==> src/rtl/mv_store_ctrl_if.sv <==
// Handshake bundle between the motion-estimation core, mv_store_ctrl and the MV store memory.
// mv_*: vector push side (valid/ready). mem_*: write side (mem_wr_en/mem_ready).
// slave = mv_store_ctrl view, master = the surrounding logic (ME core + memory).
interface mv_store_ctrl_if #(
    parameter int ADDR_W = 11
);
    logic              mv_valid;
    logic [3:0]        mvx;
    logic [3:0]        mvy;
    logic              mv_ready;
    logic              mem_wr_en;
    logic [ADDR_W-1:0] mem_addr;
    logic [7:0]        mem_wdata;
    logic              mem_ready;

    modport master (
        output mv_valid, mvx, mvy, mem_ready,
        input  mv_ready, mem_wr_en, mem_addr, mem_wdata
    );

    modport slave (
        input  mv_valid, mvx, mvy, mem_ready,
        output mv_ready, mem_wr_en, mem_addr, mem_wdata
    );
endinterface

==> src/rtl/mv_store_ctrl.sv <==
// Purpose: buffers 4b/4b motion vectors, packs them to {mvy,mvx} bytes and writes them to the MV store in raster block order.
// Latency: vector accepted at edge N -> mem_wr_en high after edge N+1 (FIFO write, then registered write port).
// Backpressure: mv_ready = RUN && FIFO not full; write port holds addr/data while mem_ready=0.
// Ports: clk, rst_n (sync, active low), frame_start, bus (mv_* push side, mem_* write side),
//        blk_x/blk_y (next block to write), busy, frame_done (1-cycle), overflow (sticky).
// Optional: define MV_STATS_EN to add zero_mv_cnt / max_abs_mv per-frame statistics outputs.
module mv_store_ctrl #(
    parameter int                FRAME_W_BLK = 4,
    parameter int                FRAME_H_BLK = 4,
    parameter int                ADDR_W      = 11,
    parameter logic [ADDR_W-1:0] BASE_ADDR   = '0,
    parameter int                FIFO_DEPTH  = 4,
    localparam int               BX_W        = (FRAME_W_BLK > 1) ? $clog2(FRAME_W_BLK) : 1,
    localparam int               BY_W        = (FRAME_H_BLK > 1) ? $clog2(FRAME_H_BLK) : 1
) (
    input  logic                 clk,
    input  logic                 rst_n,
    input  logic                 frame_start,
    mv_store_ctrl_if.slave       bus,
    output logic [BX_W-1:0]      blk_x,
    output logic [BY_W-1:0]      blk_y,
    output logic                 busy,
    output logic                 frame_done,
    output logic                 overflow
`ifdef MV_STATS_EN
    ,
    output logic [ADDR_W-1:0]    zero_mv_cnt,
    output logic [3:0]           max_abs_mv
`endif
);

    localparam int TOTAL = FRAME_W_BLK * FRAME_H_BLK;
    localparam int CNT_W = $clog2(TOTAL + 1);
    localparam int PTR_W = (FIFO_DEPTH > 1) ? $clog2(FIFO_DEPTH) : 1;
    localparam int OCC_W = $clog2(FIFO_DEPTH + 1);

    localparam logic [CNT_W-1:0] LAST_IDX = CNT_W'(TOTAL - 1);
    localparam logic [OCC_W-1:0] OCC_FULL = OCC_W'(FIFO_DEPTH);
    localparam logic [BX_W-1:0]  BX_LAST  = BX_W'(FRAME_W_BLK - 1);

    typedef enum logic [1:0] {
        IDLE  = 2'd0,
        RUN   = 2'd1,
        FLUSH = 2'd2,
        DONE  = 2'd3
    } state_t;

    state_t state, state_nxt;

    logic [7:0]        fifo_mem [FIFO_DEPTH];
    logic [PTR_W-1:0]  wr_ptr, rd_ptr, head_ptr;
    logic [OCC_W-1:0]  occ;
    logic [CNT_W-1:0]  push_cnt, wr_cnt;
    logic [ADDR_W-1:0] addr_cnt;

    // Registered write port. The presented entry stays counted in occ until
    // the memory accepts it, so FIFO_DEPTH is the total buffering.
    logic              out_vld;
    logic [7:0]        out_dat;
    logic [ADDR_W-1:0] out_addr;
    logic              ovf;

    logic active, fifo_full, push, pop, last_push, last_pop, start;
    logic head_avail, load;

    assign active    = (state == RUN) || (state == FLUSH);
    assign fifo_full = (occ == OCC_FULL);
    assign push      = bus.mv_valid && bus.mv_ready;
    assign pop       = out_vld && bus.mem_ready;
    assign last_push = push && (push_cnt == LAST_IDX);
    assign last_pop  = pop && (wr_cnt == LAST_IDX);
    assign start     = (state == IDLE) && frame_start;

    // Next head to present: the entry behind the one leaving, or the current
    // head if nothing is presented. This cycle's push is deliberately not
    // forwarded, which gives the fixed one-cycle FIFO-to-port latency.
    assign head_ptr   = pop ? (rd_ptr + PTR_W'(1)) : rd_ptr;
    assign head_avail = pop ? (occ > OCC_W'(1)) : (occ != '0);
    assign load       = active && (!out_vld || pop);

    assign bus.mem_wr_en = out_vld;
    assign bus.mem_wdata = out_dat;
    assign bus.mem_addr  = out_addr;
    assign overflow      = ovf;

    always_ff @(posedge clk) begin
        if (!rst_n) begin
            state <= IDLE;
        end else begin
            state <= state_nxt;
        end
    end

    always_comb begin
        state_nxt    = state;
        bus.mv_ready = 1'b0;
        busy         = 1'b0;
        frame_done   = 1'b0;
        case (state)
            IDLE: begin
                if (frame_start) state_nxt = RUN;
            end
            RUN: begin
                bus.mv_ready = !fifo_full;
                busy         = 1'b1;
                if (last_push) state_nxt = FLUSH;
            end
            FLUSH: begin
                busy = 1'b1;
                if (last_pop) state_nxt = DONE;
            end
            DONE: begin
                frame_done = 1'b1;
                state_nxt  = IDLE;
            end
            default: state_nxt = IDLE;
        endcase
    end

    // Data array needs no reset: occupancy and pointers qualify every read.
    always_ff @(posedge clk) begin
        if (push) fifo_mem[wr_ptr] <= {bus.mvy, bus.mvx};
    end

    always_ff @(posedge clk) begin
        if (!rst_n) begin
            wr_ptr   <= '0;
            rd_ptr   <= '0;
            occ      <= '0;
            push_cnt <= '0;
            wr_cnt   <= '0;
            addr_cnt <= BASE_ADDR;
            blk_x    <= '0;
            blk_y    <= '0;
            out_vld  <= 1'b0;
            out_dat  <= '0;
            out_addr <= '0;
            ovf      <= 1'b0;
        end else begin
            if (start) begin
                wr_ptr   <= '0;
                rd_ptr   <= '0;
                occ      <= '0;
                push_cnt <= '0;
                wr_cnt   <= '0;
                addr_cnt <= BASE_ADDR;
                blk_x    <= '0;
                blk_y    <= '0;
                out_vld  <= 1'b0;
                ovf      <= 1'b0;
            end else begin
                if (push) begin
                    wr_ptr   <= wr_ptr + PTR_W'(1);
                    push_cnt <= push_cnt + CNT_W'(1);
                end
                case ({push, pop})
                    2'b10:   occ <= occ + OCC_W'(1);
                    2'b01:   occ <= occ - OCC_W'(1);
                    default: ;
                endcase
                if (pop) begin
                    rd_ptr   <= rd_ptr + PTR_W'(1);
                    wr_cnt   <= wr_cnt + CNT_W'(1);
                    addr_cnt <= addr_cnt + ADDR_W'(1);
                    // Final write returns the coordinates to the origin so
                    // they already read 0 while frame_done is high.
                    if (last_pop) begin
                        blk_x <= '0;
                        blk_y <= '0;
                    end else if (blk_x == BX_LAST) begin
                        blk_x <= '0;
                        blk_y <= blk_y + BY_W'(1);
                    end else begin
                        blk_x <= blk_x + BX_W'(1);
                    end
                end
                if (load) begin
                    out_vld <= head_avail;
                    if (head_avail) begin
                        out_dat  <= fifo_mem[head_ptr];
                        out_addr <= pop ? (addr_cnt + ADDR_W'(1)) : addr_cnt;
                    end
                end
            end
            // Any vector offered while not accepted is lost; flag it.
            if (bus.mv_valid && !bus.mv_ready) ovf <= 1'b1;
        end
    end

`ifdef MV_STATS_EN
    logic [ADDR_W-1:0] run_zero;
    logic [3:0]        run_max;
    logic [3:0]        abs_x, abs_y, pair_max, pop_max;
    logic              is_zero;

    // Two's-complement magnitude; -8 maps naturally to 4'h8.
    always_comb begin
        abs_x    = out_dat[3] ? (~out_dat[3:0] + 4'd1) : out_dat[3:0];
        abs_y    = out_dat[7] ? (~out_dat[7:4] + 4'd1) : out_dat[7:4];
        pair_max = (abs_x > abs_y) ? abs_x : abs_y;
        pop_max  = (pair_max > run_max) ? pair_max : run_max;
        is_zero  = (out_dat == 8'd0);
    end

    // Published on the final write so the values are valid alongside frame_done.
    always_ff @(posedge clk) begin
        if (!rst_n) begin
            run_zero    <= '0;
            run_max     <= '0;
            zero_mv_cnt <= '0;
            max_abs_mv  <= '0;
        end else if (start) begin
            run_zero <= '0;
            run_max  <= '0;
        end else if (pop) begin
            run_zero <= run_zero + ADDR_W'(is_zero);
            run_max  <= pop_max;
            if (last_pop) begin
                zero_mv_cnt <= run_zero + ADDR_W'(is_zero);
                max_abs_mv  <= pop_max;
            end
        end
    end
`endif

endmodule

==> src/flat_wrapper.sv <==
// flat-port wrapper written by rule: the top's interface ports become plain ports
module mv_store_ctrl_flat 
#(
    parameter int                FRAME_W_BLK = 4,
    parameter int                FRAME_H_BLK = 4,
    parameter int                ADDR_W      = 11,
    parameter logic [ADDR_W-1:0] BASE_ADDR   = '0,
    parameter int                FIFO_DEPTH  = 4,
    localparam int               BX_W        = (FRAME_W_BLK > 1) ? $clog2(FRAME_W_BLK) : 1,
    localparam int               BY_W        = (FRAME_H_BLK > 1) ? $clog2(FRAME_H_BLK) : 1
)
  (clk, rst_n, frame_start, blk_x, blk_y, busy, frame_done, overflow, bus_mv_valid, bus_mvx, bus_mvy, bus_mem_ready, bus_mv_ready, bus_mem_wr_en, bus_mem_addr, bus_mem_wdata);
  mv_store_ctrl_if #(.ADDR_W(ADDR_W)) bus_i ();
  input  logic clk;
  input  logic rst_n;
  input  logic frame_start;
  output logic [BX_W-1:0] blk_x;
  output logic [BY_W-1:0] blk_y;
  output logic busy;
  output logic frame_done;
  output logic overflow;
  input wire logic [$bits(bus_i.mv_valid)-1:0] bus_mv_valid;
  input wire logic [$bits(bus_i.mvx)-1:0] bus_mvx;
  input wire logic [$bits(bus_i.mvy)-1:0] bus_mvy;
  input wire logic [$bits(bus_i.mem_ready)-1:0] bus_mem_ready;
  output wire logic [$bits(bus_i.mv_ready)-1:0] bus_mv_ready;
  output wire logic [$bits(bus_i.mem_wr_en)-1:0] bus_mem_wr_en;
  output wire logic [$bits(bus_i.mem_addr)-1:0] bus_mem_addr;
  output wire logic [$bits(bus_i.mem_wdata)-1:0] bus_mem_wdata;
  assign bus_i.mv_valid = bus_mv_valid;
  assign bus_i.mvx = bus_mvx;
  assign bus_i.mvy = bus_mvy;
  assign bus_i.mem_ready = bus_mem_ready;
  assign bus_mv_ready = bus_i.mv_ready;
  assign bus_mem_wr_en = bus_i.mem_wr_en;
  assign bus_mem_addr = bus_i.mem_addr;
  assign bus_mem_wdata = bus_i.mem_wdata;
  mv_store_ctrl #(.FRAME_W_BLK(FRAME_W_BLK), .FRAME_H_BLK(FRAME_H_BLK), .ADDR_W(ADDR_W), .BASE_ADDR(BASE_ADDR), .FIFO_DEPTH(FIFO_DEPTH)) u_core (.clk(clk), .rst_n(rst_n), .frame_start(frame_start), .bus(bus_i), .blk_x(blk_x), .blk_y(blk_y), .busy(busy), .frame_done(frame_done), .overflow(overflow));
endmodule
==> config.mk <==
export PLATFORM = sky130hd
export DESIGN_NAME = mv_store_ctrl_flat
export DESIGN_NICKNAME = d
export VERILOG_FILES = /design/src/rtl/mv_store_ctrl_if.sv /design/src/rtl/mv_store_ctrl.sv /design/src/flat_wrapper.sv
export SDC_FILE = /design/constraint.sdc
export NUM_CORES = 1
export LEC_CHECK = 0
export CORE_MARGIN = 2
export CORE_UTILIZATION = 48
export DETAILED_ROUTE_END_ITERATION = 12
export PLACE_DENSITY = 0.7
export SYNTH_ARGS = -nofsm -noshare
export SYNTH_HDL_FRONTEND = slang
export SYNTH_SLANG_ARGS = --single-unit
==> constraint.sdc <==
create_clock -name clk -period 3.1 [get_ports clk]
set_input_delay 0.465 -clock clk [delete_from_list [all_inputs] [get_ports clk]]
set_output_delay 0.465 -clock clk [all_outputs]
set_load 0.01 [all_outputs]
==> flow_summary_export.csv <==
group,metric,value,unit
outcome,status,"finished clean",
drt,drtIter0Drc,89,
drt,via_per_inst,5.30,
logic_synthesis,synthAdderAreaFrac,0.0650,
critical_path,startpoint,"u_core.occ[0]$_SDFFE_PP0P_",
logic_synthesis,synth_top_area_share,0.301,
logic_synthesis,synth.area.top_cells,"dfxtp_1 (30%), edfxtp_1 (26%), ha_1 (6.5%)",
logic_synthesis,synth_seq_cells,87,
sta,min_period_over_period,0.786,
clocking,clock_tree.buffer_depth,2,
layout,diodes,0,
min_path,hold_path_class,"reg2reg",
layout,fin_nets,391,
floorplanning,start_util,0.499,
drt,ant_nets,0,
logic_synthesis,postSynthAreaPerCell,11.7,sq um
global_routing,grt_usage,0.169,
critical_path,arrival,1.97,ns
critical_path,endpoint,"bus_mv_ready",
drt,wl_per_cell,14.5,microns
critical_path,crit_family,"buffers and inverters",
sta,rsz0062_at_grt,"no",
global_routing,grt_pass1_vias,2344,
sta,slew_headroom,0.359,
drt,drc,0,
global_routing,grt_max_degree,22,
global_routing,grt_pass1_wl,11000,microns
sta,hold_violations,0,
critical_path,end_kind,"output pin",
critical_path,r2r-end,"u_core.occ[2]$_SDFFE_PP0P_",
floorplanning,rows,31,
floorplanning,io_pins,41,
power_and_ir_drop,powerDensity,609,nW/um^2
critical_path,crit_type,"reg2out",
sta,maxSlewViolCount,0,
critical_path,critPathSlowestCell,"clkdlybuf4s50_1",
floorplanning,die_w,91.3,microns
logic_synthesis,synth-xor-area-share,0.0575,
sta,fmax,411,MHz
placement,globalplace.congestion,0.700,
clocking,clkTransAtPathRegs,0.09,ns
sta,final.setup.tns,0,ns
logic_synthesis,yosys.area.top_type,"dfxtp_1",
sta,worst_slew_pin_slew,0.955,ns
logic_synthesis,yosysSeqAreaShare,0.564,
logic_synthesis,synthCells,312,
drt,vias,2454,
sta,fin_skew,0.0127,ns
critical_path,rrSetupSlack,0.69,ns
placement,hpwl,4760,microns
power_and_ir_drop,peakVddDrop,292,uV
sta,fin_ws,0.665,ns
layout,drive_above_1_share,0.0989,
flow_run,drv_cap,0,
logic_synthesis,ys_warn_count,0,
drt,wl,6700,microns
critical_path,critPathLaunchType,"flip-flop",
critical_path,required,2.63,ns
logic_synthesis,synth_top_family_by_area,"simple AND/OR/NAND/NOR gates",
clocking,cts_resized,0,
logic_synthesis,synth-compound-area-share,0.0958,
sta,timing.final.crit_period,2.44,ns
drt,first_pass_iters,4,
critical_path,path_depth,5,
placement,place_ws,0.450,ns
floorplanning,die_h,91.3,microns
logic_synthesis,synth_nets,344,
critical_path,crit_buf_inv,3,
power_and_ir_drop,total_leakage_power,0.00152,uW
clocking,cts_tree,"done",
critical_path,rr_worst_depth,9,
clocking,ctsHoldBuffers,0,
global_routing,overflow,0,
logic_synthesis,yosysUniqueCellTypes,39,
clocking,clock_latency,0.35,ns
logic_synthesis,synthMuxAreaShare,0.0602,
clocking,cts-root-buf,"clkbuf_8",
logic_synthesis,synth-simple-area-share,0.127,
critical_path,r2r_start,"u_core.occ[0]$_SDFFE_PP0P_",
sta,setup_viol,0,
clocking,clock_sink_count,87,
global_routing,grt_antenna_before_repair,0,
clocking,cts_setup_buffers,0,
critical_path,worstPathMaxFanout,10,
floorplanning,coreArea,7330,sq um
sta,whs,0.462,ns
critical_path,crit_path_cell_trace,"inv_1 > ha_1 > a21boi_2 > buf_4 > clkdlybuf4s50_1",
layout,syn_to_final_growth,20.1,%
clocking,cts_buffers,9,
logic_synthesis,synth_area,3660,sq um
layout,fillers,578,
clocking,htree_num_levels,3,
floorplanning,dieArea,8330,sq um
critical_path,crit_path_max_incr_delay,0.54,ns
placement,port_buffers,40,
==> worst min path at each step <==
stage	start	endpoint	slack (ns)	cells after the start
2_1_floorplan	u_core.push_cnt[1]$_SDFFE_PP0P_	u_core.push_cnt[1]$_SDFFE_PP0P_	0.45	2
3_3_place_gp	u_core.bus.mem_wdata[4]$_SDFFE_PN0P_	u_core.bus.mem_wdata[4]$_SDFFE_PN0P_	0.45	2
3_5_place_dp	u_core.bus.mem_wdata[4]$_SDFFE_PN0P_	u_core.bus.mem_wdata[4]$_SDFFE_PN0P_	0.45	2
4_1_cts	u_core.bus.mem_wdata[1]$_SDFFE_PN0P_	u_core.bus.mem_wdata[1]$_SDFFE_PN0P_	0.47	2
5_1_grt	u_core.bus.mem_wdata[4]$_SDFFE_PN0P_	u_core.bus.mem_wdata[4]$_SDFFE_PN0P_	0.49	2
6_report	u_core.bus.mem_wdata[4]$_SDFFE_PN0P_	u_core.bus.mem_wdata[4]$_SDFFE_PN0P_	0.46	2
==> metal layers <==
metal	up-vias	global-route usage	part of all wire	wire length [microns]
met5	-	0	0	0
met1	1172	0.219	0.48	3220
met4	0	0.0758	0.016	106
met2	48	0.275	0.47	3170
met3	9	0.0349	0.031	211
li1	1225	-	-	-
==> cells by family after synthesis <==
group           count (synthesis)
simple gates                   96
fa+ha+maj                      19
buf+inv                        24
flops                          87
xor+xnor                       21
compound gates                 53
mux                            12
==> cell usage in the layout, fill, tap and decap left out, types with 2 or more instances in the layout <==
cell type,count
nand4_1,5
nand2b_1,2
mux2i_1,4
a21oi_1,23
clkinv_4,2
nor4_1,2
nand3b_1,2
nor2_1,26
a211oi_1,14
edfxtp_1,32
ha_1,19
nor3_1,8
nor2b_1,2
nand2_1,26
xor2_1,8
and3_1,8
buf_4,6
nand3_1,8
inv_1,13
o21ai_0,4
xnor2_1,11
clkbuf_8,9
o2bb2ai_1,8
dfxtp_1,55
clkdlybuf4s50_1,40
mux4_2,8
==> where the power goes <==
group | internal, uW | switching [uW]
Combinational | 248 | 311
Sequential | 1250 | 42.3
Clock | 433 | 386
Total | 1930 | 739
==> cell usage after synthesis <==
cell type,number
a222oi_1,1
xnor2_1,11
nand2_4,1
nor2b_1,2
o2bb2ai_1,8
nor3_1,8
nand3_1,8
nor2_1,26
nor4_1,2
a21oi_1,23
and2_1,1
a21boi_2,1
ha_1,19
edfxtp_1,32
a211o_1,1
or4_1,1
clkinv_8,1
and3_1,8
clkbuf_1,7
nand3b_1,2
xor2_1,8
xnor2_2,1
or2b_1,1
nand4_1,5
xnor2_4,1
buf_6,1
buf_2,2
inv_1,13
mux4_2,8
o21ai_0,4
nor4b_1,1
o21ba_2,1
dfxtp_1,55
or3_1,1
nor2_2,1
a211oi_1,14
nand2b_1,2
nand2_1,26
mux2i_1,4
==> state kept, by name, summed over array words and instances, names as in the netlist <==
register / flops
u_core.blk_x: 2
u_core.state: 2
u_core.wr_ptr: 2
u_core.overflow: 1
u_core.rd_ptr: 2
u_core.bus.mem_addr: 11
u_core.bus.mem_wdata: 8
u_core.blk_y: 2
u_core.fifo_mem: 32
u_core.bus.mem_wr_en: 1
u_core.push_cnt: 5
u_core.addr_cnt: 11
u_core.wr_cnt: 5
u_core.occ: 3
==> cell type report <==
| cell class | count | area (sq um) | share of cell area |
|---|---|---|---|
| Sequential cell | 87 | 2060 | 0.470 |
| Inverter | 14 | 65.1 | 0.0148 |
| Clock buffer | 12 | 160 | 0.0365 |
| Multi-Input combinational cell | 201 | 1480 | 0.337 |
| Clock inverter | 4 | 52.6 | 0.0120 |
| Tap cell | 99 | 124 | 0.0282 |
| Timing Repair Buffer | 46 | 445 | 0.101 |
==> through the flow <==
step                      utilization  std cells  area (sq um)  power [uW]
final                           0.599        463          4390        2670
after global routing            0.599        463          4390        2800
after CTS                       0.599        463          4390        2700
after detailed placement        0.570        447          4180        1880
after global placement          0.570        447          4180        1870
after floorplan                     -        312          3660        1670
==> worst register-to-register path, stage by stage (launching register included) <==
cell	delay, ns
dfxtp_1	0.42
inv_1	0.09
ha_1	0.25
a21boi_2	0.15
buf_4	0.17
and2_1	0.29
inv_1	0.12
ha_1	0.35
or3_1	0.38
a21oi_1	0.13
Power figures use the tool's default switching activity.
